[src/rtl/uart_rx.sv]
// -----------------------------------------------------------------------------
// uart_rx: 8N1 serial receiver, companion to the team's UART transmitter.
//
// The asynchronous line goes through a two-flop synchroniser. All decisions
// use the second flop. The start bit is confirmed at its midpoint, and every
// following bit is then sampled one bit period later, near its centre.
// A good byte is presented on rx_b together with a one-cycle rx_dv_out strobe.
// A low stop bit gives a one-cycle rx_frame_err_out strobe instead.
//
// Optional feature (macro UART_RX_PARITY_EN):
//   defined   -> 8E1 frames. A parity bit is checked between the data bits
//                and the stop bit. On a mismatch, rx_parity_err_out pulses
//                and rx_dv_out is suppressed.
//   undefined -> 8N1 frames. rx_parity_err_out is tied to 0.
//
// Parameter:
//   clk_per_bit  clock cycles per UART bit (clk freq / baud), legal 4..255
//
// Ports:
//   clk                input   system clock, rising edge
//   rst                input   asynchronous active-high reset
//   rx_serial_in       input   raw serial line (idles high, asynchronous)
//   rx_dv_out          output  one-cycle pulse: rx_b holds a new byte
//   rx_b[7:0]          output  last good byte (LSB first on the line)
//   rx_active_out      output  high while a frame is being received
//   rx_frame_err_out   output  one-cycle pulse: stop bit sampled low
//   rx_parity_err_out  output  one-cycle pulse: parity mismatch
//
// Output strobes: each strobe is registered and lasts exactly one clk.
// There is no backpressure. The consumer must take rx_b in the cycle that
// rx_dv_out is high, or at any time before the next strobe, because rx_b
// holds its value between frames.
// -----------------------------------------------------------------------------
module uart_rx #(
  parameter int clk_per_bit = 87
) (
  input  logic       clk,
  input  logic       rst,
  input  logic       rx_serial_in,
  output logic       rx_dv_out,
  output logic [7:0] rx_b,
  output logic       rx_active_out,
  output logic       rx_frame_err_out,
  output logic       rx_parity_err_out
);

  localparam logic [7:0] CPB_M1 = 8'(clk_per_bit - 1);
  localparam logic [7:0] HALF   = 8'((clk_per_bit - 1) / 2);

  typedef enum logic [2:0] {
    S_IDLE    = 3'd0,
    S_START   = 3'd1,
    S_DATA    = 3'd2,
    S_PARITY  = 3'd3,
    S_STOP    = 3'd4,
    S_CLEANUP = 3'd5
  } state_t;

  state_t     state_q, state_d;
  logic [7:0] count_q, count_d;
  logic [2:0] index_q, index_d;
  logic [7:0] shift_q, shift_d;
  logic [7:0] rx_b_q, rx_b_d;
  logic       dv_q, dv_d;
  logic       ferr_q, ferr_d;
  logic       active_q, active_d;
  logic       sync1_q, rx_sync_q;
`ifdef UART_RX_PARITY_EN
  logic       perr_q, perr_d;
  logic       parity_bad_q, parity_bad_d;
`endif

  // The synchroniser flops reset to the idle (high) line level, so that
  // leaving reset never looks like a start edge.
  always_ff @(posedge clk or posedge rst) begin
    if (rst) begin
      sync1_q   <= 1'b1;
      rx_sync_q <= 1'b1;
    end else begin
      sync1_q   <= rx_serial_in;
      rx_sync_q <= sync1_q;
    end
  end

  always_ff @(posedge clk or posedge rst) begin
    if (rst) begin
      state_q      <= S_IDLE;
      count_q      <= 8'd0;
      index_q      <= 3'd0;
      shift_q      <= 8'd0;
      rx_b_q       <= 8'd0;
      dv_q         <= 1'b0;
      ferr_q       <= 1'b0;
      active_q     <= 1'b0;
`ifdef UART_RX_PARITY_EN
      perr_q       <= 1'b0;
      parity_bad_q <= 1'b0;
`endif
    end else begin
      state_q      <= state_d;
      count_q      <= count_d;
      index_q      <= index_d;
      shift_q      <= shift_d;
      rx_b_q       <= rx_b_d;
      dv_q         <= dv_d;
      ferr_q       <= ferr_d;
      active_q     <= active_d;
`ifdef UART_RX_PARITY_EN
      perr_q       <= perr_d;
      parity_bad_q <= parity_bad_d;
`endif
    end
  end

  always_comb begin
    state_d  = state_q;
    count_d  = count_q;
    index_d  = index_q;
    shift_d  = shift_q;
    rx_b_d   = rx_b_q;
    active_d = active_q;
    dv_d     = 1'b0;
    ferr_d   = 1'b0;
`ifdef UART_RX_PARITY_EN
    perr_d       = 1'b0;
    parity_bad_d = parity_bad_q;
`endif

    case (state_q)
      S_IDLE: begin
        count_d  = 8'd0;
        index_d  = 3'd0;
        active_d = 1'b0;
        if (!rx_sync_q) begin
          state_d  = S_START;
          active_d = 1'b1;
        end
      end

      // Confirm the start bit at its midpoint. A line that is already high
      // again by then was a glitch, and the frame is dropped silently.
      S_START: begin
        if (count_q < HALF) begin
          count_d = count_q + 8'd1;
        end else if (!rx_sync_q) begin
          count_d = 8'd0;
          state_d = S_DATA;
        end else begin
          count_d  = 8'd0;
          active_d = 1'b0;
          state_d  = S_IDLE;
        end
      end

      S_DATA: begin
        if (count_q < CPB_M1) begin
          count_d = count_q + 8'd1;
        end else begin
          count_d          = 8'd0;
          shift_d[index_q] = rx_sync_q;
          if (index_q < 3'd7) begin
            index_d = index_q + 3'd1;
          end else begin
            index_d = 3'd0;
`ifdef UART_RX_PARITY_EN
            state_d = S_PARITY;
`else
            state_d = S_STOP;
`endif
          end
        end
      end

`ifdef UART_RX_PARITY_EN
      // Even parity: the line bit must equal the XOR of the data bits.
      S_PARITY: begin
        if (count_q < CPB_M1) begin
          count_d = count_q + 8'd1;
        end else begin
          count_d      = 8'd0;
          parity_bad_d = rx_sync_q ^ (^shift_q);
          state_d      = S_STOP;
        end
      end
`endif

      // A low stop bit takes priority over a parity mismatch, so that only
      // one strobe ever fires per frame.
      S_STOP: begin
        if (count_q < CPB_M1) begin
          count_d = count_q + 8'd1;
        end else begin
          count_d  = 8'd0;
          active_d = 1'b0;
          state_d  = S_CLEANUP;
          if (!rx_sync_q) begin
            ferr_d = 1'b1;
`ifdef UART_RX_PARITY_EN
          end else if (parity_bad_q) begin
            perr_d = 1'b1;
`endif
          end else begin
            dv_d   = 1'b1;
            rx_b_d = shift_q;
          end
        end
      end

      // Wait for the line to return high, so that a break or a stuck-low line
      // after a frame is not taken as a new start bit.
      S_CLEANUP: begin
        if (rx_sync_q) begin
          state_d = S_IDLE;
        end
      end

      default: begin
        state_d = S_IDLE;
      end
    endcase
  end

  assign rx_dv_out        = dv_q;
  assign rx_b             = rx_b_q;
  assign rx_active_out    = active_q;
  assign rx_frame_err_out = ferr_q;
`ifdef UART_RX_PARITY_EN
  assign rx_parity_err_out = perr_q;
`else
  assign rx_parity_err_out = 1'b0;
`endif

endmodule

[config.mk]
export PLATFORM = sky130hd
export DESIGN_NAME = uart_rx
export DESIGN_NICKNAME = d
export VERILOG_FILES = /design/src/rtl/uart_rx.sv
export SDC_FILE = /design/constraint.sdc
export NUM_CORES = 1
export LEC_CHECK = 0
export BUFFER_PORTS_ARGS = -buffer_cell sky130_fd_sc_hd__buf_2
export CAP_MARGIN = 20
export CORE_MARGIN = 3
export CORE_UTILIZATION = 58
export DETAILED_ROUTE_END_ITERATION = 6
export PLACE_DENSITY_LB_ADDON = 0.2
export SYNTH_ARGS = -nofsm -noshare
export SYNTH_HDL_FRONTEND = slang
export SYNTH_SLANG_ARGS = --single-unit
[constraint.sdc]
create_clock -name clk -period 2.1 [get_ports clk]
set_input_delay 0.105 -clock clk [delete_from_list [all_inputs] [get_ports clk]]
set_output_delay 0.105 -clock clk [all_outputs]
set_load 0.02 [all_outputs]
==> results.cfg <==
[outcome]
outcome = completed

[global_route]
grt-ovfl-total = 0
grt_start_max_net_pins = 36
grt.total_usage = 0.207
grt_pass1_wl_mm = 5.59
grt_antenna_before_repair = 0
grt_pass1_vias = 1185

[routing]
avgRoutedWirePerCell_um = 16.3
drc = 0
dr.pass1.iters = 4
ant_nets = 0
via_count = 1279
avgViaCountPerCell = 6.09
dr.first_iter.drc_count = 35
wirelength_mm = 3.42

[synth]
ys_ff_latch = 35
async_reset_ff_frac = 1.00
syn_area_per_cell_sq_um = 11.4
syn_nets = 163
syn-cell-area_sq_mm = 0.00181
yosys_most_used_dff = dfrtp_1
synth_cell_type_count = 53
synth.yosys.warnings = 0
synth_top_area_share = 0.457
yosys.area.top_type = dfrtp_1
synth_edf_count = 0
synth_area_leaders = dfrtp_1, mux2_4, mux2_2
syn_inst = 158
synth.yosys.seq_area_share = 0.486

[placed_design]
hpwl_mm = 2.50
place_inst = 200
gp_congestion = 0.867
io_buffers = 13
dpl_cell_area_sq_mm = 0.00191

[final_layout]
num-nets-final = 183
syn2layout_area_growth_pct = 12.4
drive_above_1_share = 0.302
nFillCells = 205
instances_no_fill = 210
stdcell_area_sq_mm = 0.00203
diodes = 0

[timing]
relSlewSlack = 0.612
setup_tns_ps = 0
finClkSkew_ps = 5.14
hold_violations = 0
min_period_ps = 1990
slew_violations = 0
worstMarginPinSlew_ps = 579
setup_viol = 0
clock.fmax_mhz = 502
min_period_over_period = 0.948
rsz0062_at_grt = no

[worst_hold_path]
hold_path.class = flop to flop
worstHoldStart = sync1_q

[critical_path]
arrival_ps = 2240
crit_start = state_q[1]
crit_type = flop to flop
cp_slowest_cell = or3b_1
crit_chain = or3b_4 -> or3b_1 -> mux2_4
cp-end-kind = flop
critPathLaunchType = flop
required_ps = 2350
cp_slowest_stage_delay_ps = 590
r2r_start = state_q[1]
cp_max_fo = 9

[power_and_ir_drop]
powerDensity_mw_per_mm2 = 756
vdd_ir_drop_max_mv = 0.596
leakagePower_nw = 0.992

[clock_network]
cts_inserted_buffers = 5
cts_buffer_depth = 2
insertion_delay_ps = 350
root_buffer = clkbuf_4
clk_pin_slew_ps = 110
cts_setup_buffers = 0
cts_tree = yes
htree_levels = 2
clock-sinks = 35

[floorplan]
start_util = 0.633
ios = 15
row_count = 19
die_area_sq_mm = 0.00382
fp.dieH_um = 61.8
core_area_sq_mm = 0.00285
dieWidth_um = 61.8

[flow_run]
cap_violations = 0
-- metrics by stage --
step / utilization / power, mW / hold slack, ps / setup slack (ps)
floorplan: - / 0.889 / 109 / 248
global placement: 0.668 / 0.928 / 209 / 179
detailed placement: 0.668 / 0.938 / 211 / 127
CTS: 0.712 / 1.55 / 363 / 110
global route: 0.712 / 1.61 / 368 / 42.6
finish: 0.712 / 1.53 / 362 / 109
-- Yosys cell counts, types with 2 or more instances --
cell,number
dfstp_2,2
a21oi_1,5
buf_6,2
buf_4,2
o21ai_0,8
and2_1,3
o211ai_1,2
and3_1,2
o32ai_1,2
nand4b_1,3
nand2_1,13
a21o_1,2
or3b_2,2
mux2_4,8
inv_1,5
nor3_1,3
clkbuf_1,4
nor2b_1,2
nand3_1,6
xnor2_1,3
nor4_1,3
nor2_1,4
dfrtp_1,33
nand4_1,2
mux2_2,7
ha_1,2
nand2b_1,2
-- layer usage --
metal  global-route usage  part of all wire
met5                    0                 0
met4               0.0818             0.016
met3               0.0620             0.044
met2                0.317              0.46
met1                0.276              0.48
-- cells by family (layout without fill, tap and decap cells) --
kind of cell,count (synthesis),in the layout,share of synthesized area
AO/OA/AOI/OAI,33,33,0.139
XOR/XNOR,4,4,0.0194
adder cells (fa/ha/maj),3,3,0.0194
buffers and inverters,14,35,0.0422
flip-flops,35,35,0.486
multiplexers,16,16,0.116
other,1,1,0.00208
AND/OR/NAND/NOR,52,52,0.176
-- timing repair --
action / in CTS / in global routing
hold endpoints to repair: 34 / 0
endpoints found under the setup margin: 0 / 0
hold buffers: 2 / 0
gates resized for setup: 0 / 0
-- cells in the final DEF, fill, tap and decap left out, types with 5 or more instances in the layout --
master     n
nand2_1   13
buf_4      7
mux2_2     7
nand3_1    6
inv_1      5
o21ai_0    8
dfrtp_1   33
buf_2     13
a21oi_1    5
mux2_4     8
clkbuf_4   5
-- cell type report --
type	instances	area, sq um	share of cell area
clock buffers	5	37.5	0.0185
clock inverters	3	67.6	0.0333
inverters	5	18.8	0.00924
multi-input cells	109	852	0.420
flip-flops and latches	35	878	0.433
well taps	31	38.8	0.0191
repair buffers	22	138	0.0678
-- state kept, by name (all words and copies together) (netlist names) --
register          flops
state_q               3
rx_active_out         1
index_q               3
shift_q               8
sync1_q               1
rx_b                  8
rx_dv_out             1
rx_frame_err_out      1
count_q               8
rx_sync_q             1
-- where the power goes --
group	switching, mW	internal (mW)
combinational	0.117	0.0816
sequential	0.0294	0.703
clock	0.234	0.370
-- path summary, 6_finish.rpt --
path                             end  slack (ps)  cells after the start
setup reg to reg             rx_b[0]         110                      3
min in group asynchronous    rx_b[5]         370                      4
hold reg to reg            rx_sync_q         360                      0
hold / removal             rx_sync_q         360                      0
max in group asynchronous    sync1_q        1390                      4
setup / recovery             rx_b[0]         110                      3
-- critical path: cells and delay by family (launching register included) --
kind | cells | cell delay [ps]
DFF | 1 | 490
muxes | 1 | 380
and+or+nand+nor | 2 | 1020
Note: power is estimated with default switching activity, not from simulation.
